<file path="config.mk">
export PLATFORM = sky130hd
export DESIGN_NAME = ti_coord_eval_pipe
export DESIGN_NICKNAME = d
export VERILOG_FILES = /design/src/rtl/ti_coord_eval_pipe.sv
export SDC_FILE = /design/constraint.sdc
export NUM_CORES = 2
export LEC_CHECK = 0
export ABC_AREA = 1
export CELL_PAD_IN_SITES_DETAIL_PLACEMENT = 1
export CELL_PAD_IN_SITES_GLOBAL_PLACEMENT = 2
export CORE_MARGIN = 8
export CORE_UTILIZATION = 35
export CTS_CLUSTER_DIAMETER = 200
export DETAILED_ROUTE_END_ITERATION = 10
export PLACE_DENSITY_LB_ADDON = 0.3
export SYNTH_ARGS = -nofsm -noshare
export SYNTH_HDL_FRONTEND = slang
export SYNTH_SLANG_ARGS = --single-unit
</file>
<file path="constraint.sdc">
create_clock -name clk -period 1.7 [get_ports clk]
set_input_delay 0.34 -clock clk [delete_from_list [all_inputs] [get_ports clk]]
set_output_delay 0.34 -clock clk [all_outputs]
set_load 0.02 [all_outputs]
</file>
<file path="src/rtl/ti_coord_eval_pipe.sv">
// Loadable-truth-table evaluator for threshold-implementation S-box coordinate functions.
// Share vectors stream through two glitch-isolating register stages with valid/ready handshakes.
module ti_coord_eval_pipe #(
    parameter int IN_W  = 8,
    parameter int OUT_W = 4
) (
    input  logic             clk,
    input  logic             rst_n,
    input  logic             cfg_we,
    input  logic [IN_W-1:0]  cfg_addr,
    input  logic [OUT_W-1:0] cfg_data,
    input  logic             cfg_done,
    input  logic             cfg_start,
    output logic             cfg_err,
    output logic             tbl_ready,
    input  logic             in_valid,
    output logic             in_ready,
    input  logic [IN_W-1:0]  in_data,
    output logic             out_valid,
    input  logic             out_ready,
    output logic [OUT_W-1:0] out_data
);

    localparam int DEPTH = 1 << IN_W;

    typedef enum logic [1:0] {
        ST_CFG   = 2'd0,
        ST_RUN   = 2'd1,
        ST_DRAIN = 2'd2
    } state_t;

    state_t            state_r;
    logic              tbl_ready_r;
    logic              cfg_err_r;
    logic [OUT_W-1:0]  tbl_r [DEPTH];
    logic              a_valid_r;
    logic [IN_W-1:0]   a_data_r;
    logic              b_valid_r;
    logic [OUT_W-1:0]  b_data_r;

    logic              b_adv_s;
    logic              a_adv_s;
    logic              accept_s;
    logic              wr_en_s;

    // Stage advance conditions; the ready path is combinational from out_ready.
    always_comb begin
        b_adv_s  = 1'b0;
        a_adv_s  = 1'b0;
        accept_s = 1'b0;
        wr_en_s  = 1'b0;
        b_adv_s  = !b_valid_r || out_ready;
        a_adv_s  = !a_valid_r || b_adv_s;
        accept_s = in_valid && (state_r == ST_RUN) && a_adv_s;
        wr_en_s  = cfg_we && (state_r == ST_CFG);
    end

    // Mode FSM with registered table-ready flag.
    always_ff @(posedge clk or negedge rst_n) begin
        if (!rst_n) begin
            state_r     <= ST_CFG;
            tbl_ready_r <= 1'b0;
        end else begin
            case (state_r)
                ST_CFG: begin
                    if (cfg_done) begin
                        state_r     <= ST_RUN;
                        tbl_ready_r <= 1'b1;
                    end else begin
                        state_r     <= ST_CFG;
                        tbl_ready_r <= 1'b0;
                    end
                end
                ST_RUN: begin
                    if (cfg_start) begin
                        state_r     <= ST_DRAIN;
                        tbl_ready_r <= 1'b0;
                    end else begin
                        state_r     <= ST_RUN;
                        tbl_ready_r <= 1'b1;
                    end
                end
                ST_DRAIN: begin
                    // Leave only once both stages have emptied.
                    if (!a_valid_r && !b_valid_r) begin
                        state_r <= ST_CFG;
                    end else begin
                        state_r <= ST_DRAIN;
                    end
                    tbl_ready_r <= 1'b0;
                end
                default: begin
                    state_r     <= ST_CFG;
                    tbl_ready_r <= 1'b0;
                end
            endcase
        end
    end

    // Sticky misuse flag: a table write attempted outside configuration.
    always_ff @(posedge clk or negedge rst_n) begin
        if (!rst_n) begin
            cfg_err_r <= 1'b0;
        end else if (cfg_we && (state_r != ST_CFG)) begin
            cfg_err_r <= 1'b1;
        end else begin
            cfg_err_r <= cfg_err_r;
        end
    end

    // One register per table row so the whole table clears on reset.
    for (genvar gi = 0; gi < DEPTH; gi++) begin : g_row
        always_ff @(posedge clk or negedge rst_n) begin
            if (!rst_n) begin
                tbl_r[gi] <= '0;
            end else if (wr_en_s && (cfg_addr == IN_W'(gi))) begin
                tbl_r[gi] <= cfg_data;
            end else begin
                tbl_r[gi] <= tbl_r[gi];
            end
        end
    end

    // Two-stage elastic pipeline: A captures shares, B captures the lookup.
    always_ff @(posedge clk or negedge rst_n) begin
        if (!rst_n) begin
            a_valid_r <= 1'b0;
            a_data_r  <= '0;
            b_valid_r <= 1'b0;
            b_data_r  <= '0;
        end else begin
            if (a_adv_s) begin
                a_valid_r <= accept_s;
                if (accept_s) begin
                    a_data_r <= in_data;
                end
            end
            if (b_adv_s) begin
                b_valid_r <= a_valid_r;
                if (a_valid_r) begin
                    b_data_r <= tbl_r[a_data_r];
                end
            end
        end
    end

    assign in_ready  = (state_r == ST_RUN) && a_adv_s;
    assign tbl_ready = tbl_ready_r;
    assign cfg_err   = cfg_err_r;
    assign out_valid = b_valid_r;
    assign out_data  = b_data_r;

endmodule
</file>
==> flow_summary.toml <==
[logic_synthesis]
area_share_of_the_largest_cell_type_after_synthesis_pct = 53.8
avgSynthCellArea_sq_um = 8.21
synth_seq_area_share_pct = 53.8
asyncSetResetFlopFracSynth_pct = 100
synth.distinct_cells = 28
synth.largest_area_cell = "dfrtp_1"
synth_cells = 5900
mappedNetlistArea_sq_um = 48400
yosysWarningCount = 0
ys_seq_elements = 1042
netlist_top_cells_count = "nand2_1 (2215), dfrtp_1 (1042), nand3_1 (1017)"
synth.most_common_cell = "nand2_1"
synth.top_cells.by_area = "dfrtp_1 (54%), nand2_1 (17%), nand3_1 (11%)"
yosys_most_used_dff = "dfrtp_1"
synth_fp_nets = 5927
edff_count_synth = 0

[floorplan]
io_pins = 35
core.rowCount = 136
floorplan.initialDensity_pct = 35.2
floorplan.die.height_um = 388
coreArea_sq_um = 137000
die_area_sq_um = 151000
floorplan.die.width_um = 388

[run_status]
violations = "setup timing"
status = "finished with violations"

[grt]
globalRouteTotalUtil_pct = 24.1
grt.overflow.total = 0
antenna_found_initial = 2
maximum_number_of_pins_on_one_net_before_global_route_repair = 86
first_global_vias = 45100
grt_pass1_wl_um = 287000

[critical_path]
number_of_cells_on_the_worst_reg_to_reg_path = 16
worst_setup_path_start_kind = "flop"
critPathRequiredTime_ns = 2.34
timing.critical_path.to_type = "flop"
path_class = "reg -> reg"
cp_max_fo = 8
cp_data_arrival_time_ns = 3.09

[finish]
multiInputGateArea_sq_um = 23400
layout-drive-gt1-share_pct = 22.9
nNetsFinal = 6273
areaGrowthSynthToFinish_pct = 32.5
instances_no_fill = 8144
layout.area.seq_sq_um = 26100
finish.utilization_pct = 46.7
fill_cells = 15700

[detailed_routing]
drc = 0
routed_wirelength_um = 190000
detailedRoute.firstIterationViolations = 3572
drt_pass1_iterations = 8
route.detailed.wl_per_inst_um = 23.3
detail_route.vias_per_cell = 5.41
vias = 44100
route.antenna.remaining_nets = 0

[timing]
max_clock_freq_mhz = 409
rsz0062_at_grt = "true"
fin_crit_ns = 2.45
worst_margin_pin_slew_ns = 0.559
hold_viol = 0
final_setup_slack_of_the_worst_path_ns = -0.746
worst_slew_margin_rel_pct = 62.7
finalSetupTns_ns = -321.18
finalSetupViolCount = 1035
finalMaxSlewViolations = 0
fraction_of_the_cycle_the_final_worst_path_needs_pct = 144
skew_ns = 0.0360

[pwr]
power-per-cell-area_nw_per_um2 = 1380
p_leak_nw = 28.7
fin_total_pwr_mw = 88.4
worst_voltage_drop_across_the_vdd_grid_mv = 0.864

[clock_tree]
number_of_cts_inserted_buffers = 120
clock_tree_from_tritoncts = "done"
clock_sinks = 1042
ctsLongestPathBuffers = 3
clockRootBuffer = "clkbuf_16"
insertion_delay_ns = 0.75
clock_pin_slew_reported_for_the_worst_setup_and_hold_paths_after_clock_tree_synthesis_ns = 0.06
htree_levels = 3

[placed_design]
placedCellCount = 7795
gp_congestion = 0.822
count_of_input_and_output_buffers = 34
dp.final_hpwl_um = 118000

[min_path]
min_path_type = "in -> async"

[flow_run]
timing.max_cap.violations = 0
-- cells by family after synthesis --
family / after synthesis / share of synthesized area, %
buffers and inverters: 397 / 3.93
AND/OR/NAND/NOR: 3425 / 31.3
AO/OA/AOI/OAI: 1036 / 11.0
flip-flops: 1042 / 53.8
-- state kept, by name, summed over array words and instances, names as in the netlist --
| register | cells |
|---|---|
| a_data_r | 8 |
| a_valid_r | 1 |
| cfg_err | 1 |
| out_data | 4 |
| out_valid | 1 |
| state_r | 2 |
| tbl_r | 1024 |
| tbl_ready | 1 |
-- path summary, 6_finish.rpt --
| path | from | to | slack [ns] |
|---|---|---|---|
| max in group asynchronous | rst_n | tbl_r[223] | 0.72 |
| hold reg to reg | tbl_r[756] | tbl_r[756] | 0.48 |
| setup reg to reg | a_data_r[0] | out_data[0] | -0.75 |
| min in group clk | cfg_done | state_r[0] | 0.18 |
| setup / recovery | a_data_r[0] | out_data[0] | -0.75 |
| hold / removal | rst_n | tbl_r[549] | 0.08 |
-- critical path, cell delays in order, from the launching register on --
cell and delay, ns:
dfrtp_4 0.57, buf_12 0.20, buf_16 0.18, buf_16 0.16, buf_6 0.13, nand2_2 0.07
nand3_2 0.10, nand3_2 0.09, nand3_1 0.10, nand3_1 0.16, nand3_2 0.11, nand2_2 0.12
nand2_2 0.07, nand3_2 0.07, nand2_1 0.07, nand2_1 0.06, nand2_1 0.05
-- report_power, final --
group | internal, mW | switching, mW
Sequential | 26.3 | 1.12
Combinational | 13.0 | 21.2
Clock | 15.7 | 11.2
Total | 54.9 | 33.5
-- repair_timing --
action	CTS	global route
gates resized for setup	372	597
pin swaps	61	99
buffers inserted	39	62
cloned	16	11
hold buffers	1	0
hold endpoints to repair	681	0
setup endpoints to repair	1015	1034
-- cell usage in the layout, fill, tap and decap left out, types with 8 or more instances in the layout --
cell / instances
nand2_8: 66
clkinv_2: 30
clkbuf_8: 34
buf_16: 22
clkbuf_16: 133
nand3_1: 848
o21ai_0: 621
buf_4: 252
o21ai_2: 87
nor4_4: 8
nand2_2: 178
inv_1: 8
nor2_1: 16
clkdlybuf4s50_1: 25
nand2_1: 1984
nand3_4: 17
nand3_2: 152
nand2_4: 134
nor2_2: 14
buf_12: 210
o21ai_1: 316
dfrtp_1: 1036
buf_6: 46
clkbuf_1: 24
inv_2: 8
buf_8: 17
-- per-layer routing --
layer / share of wire, % / vias to the layer above / global-route usage [%]
li1: - / 20400 / -
met1: 47 / 22400 / 35.2
met2: 46 / 948 / 37.8
met3: 4.2 / 274 / 2.61
met4: 3.1 / 4 / 7.33
met5: 0.012 / - / 0
-- layout make-up --
class	instances	area share [%]
Timing Repair inverter	1	0.0253
Inverter	26	0.240
Tap cell	1794	3.50
Multi-Input combinational cell	4462	36.5
Sequential cell	1042	40.7
Clock buffer	180	5.63
Clock inverter	45	0.719
Antenna cell	1	0.00390
Timing Repair Buffer	593	12.7
-- metrics by stage --
stage,worst slack (ns),area (sq um),hold slack (ns)
after floorplan,-0.0849,48500,0.0444
after global placement,-0.734,54900,0.229
after detailed placement,-0.789,54900,0.225
after CTS,-0.610,61300,0.0305
after global routing,-0.818,64200,0.0713
final,-0.746,64200,0.0756
Note: power is estimated with default switching activity, not from simulation.
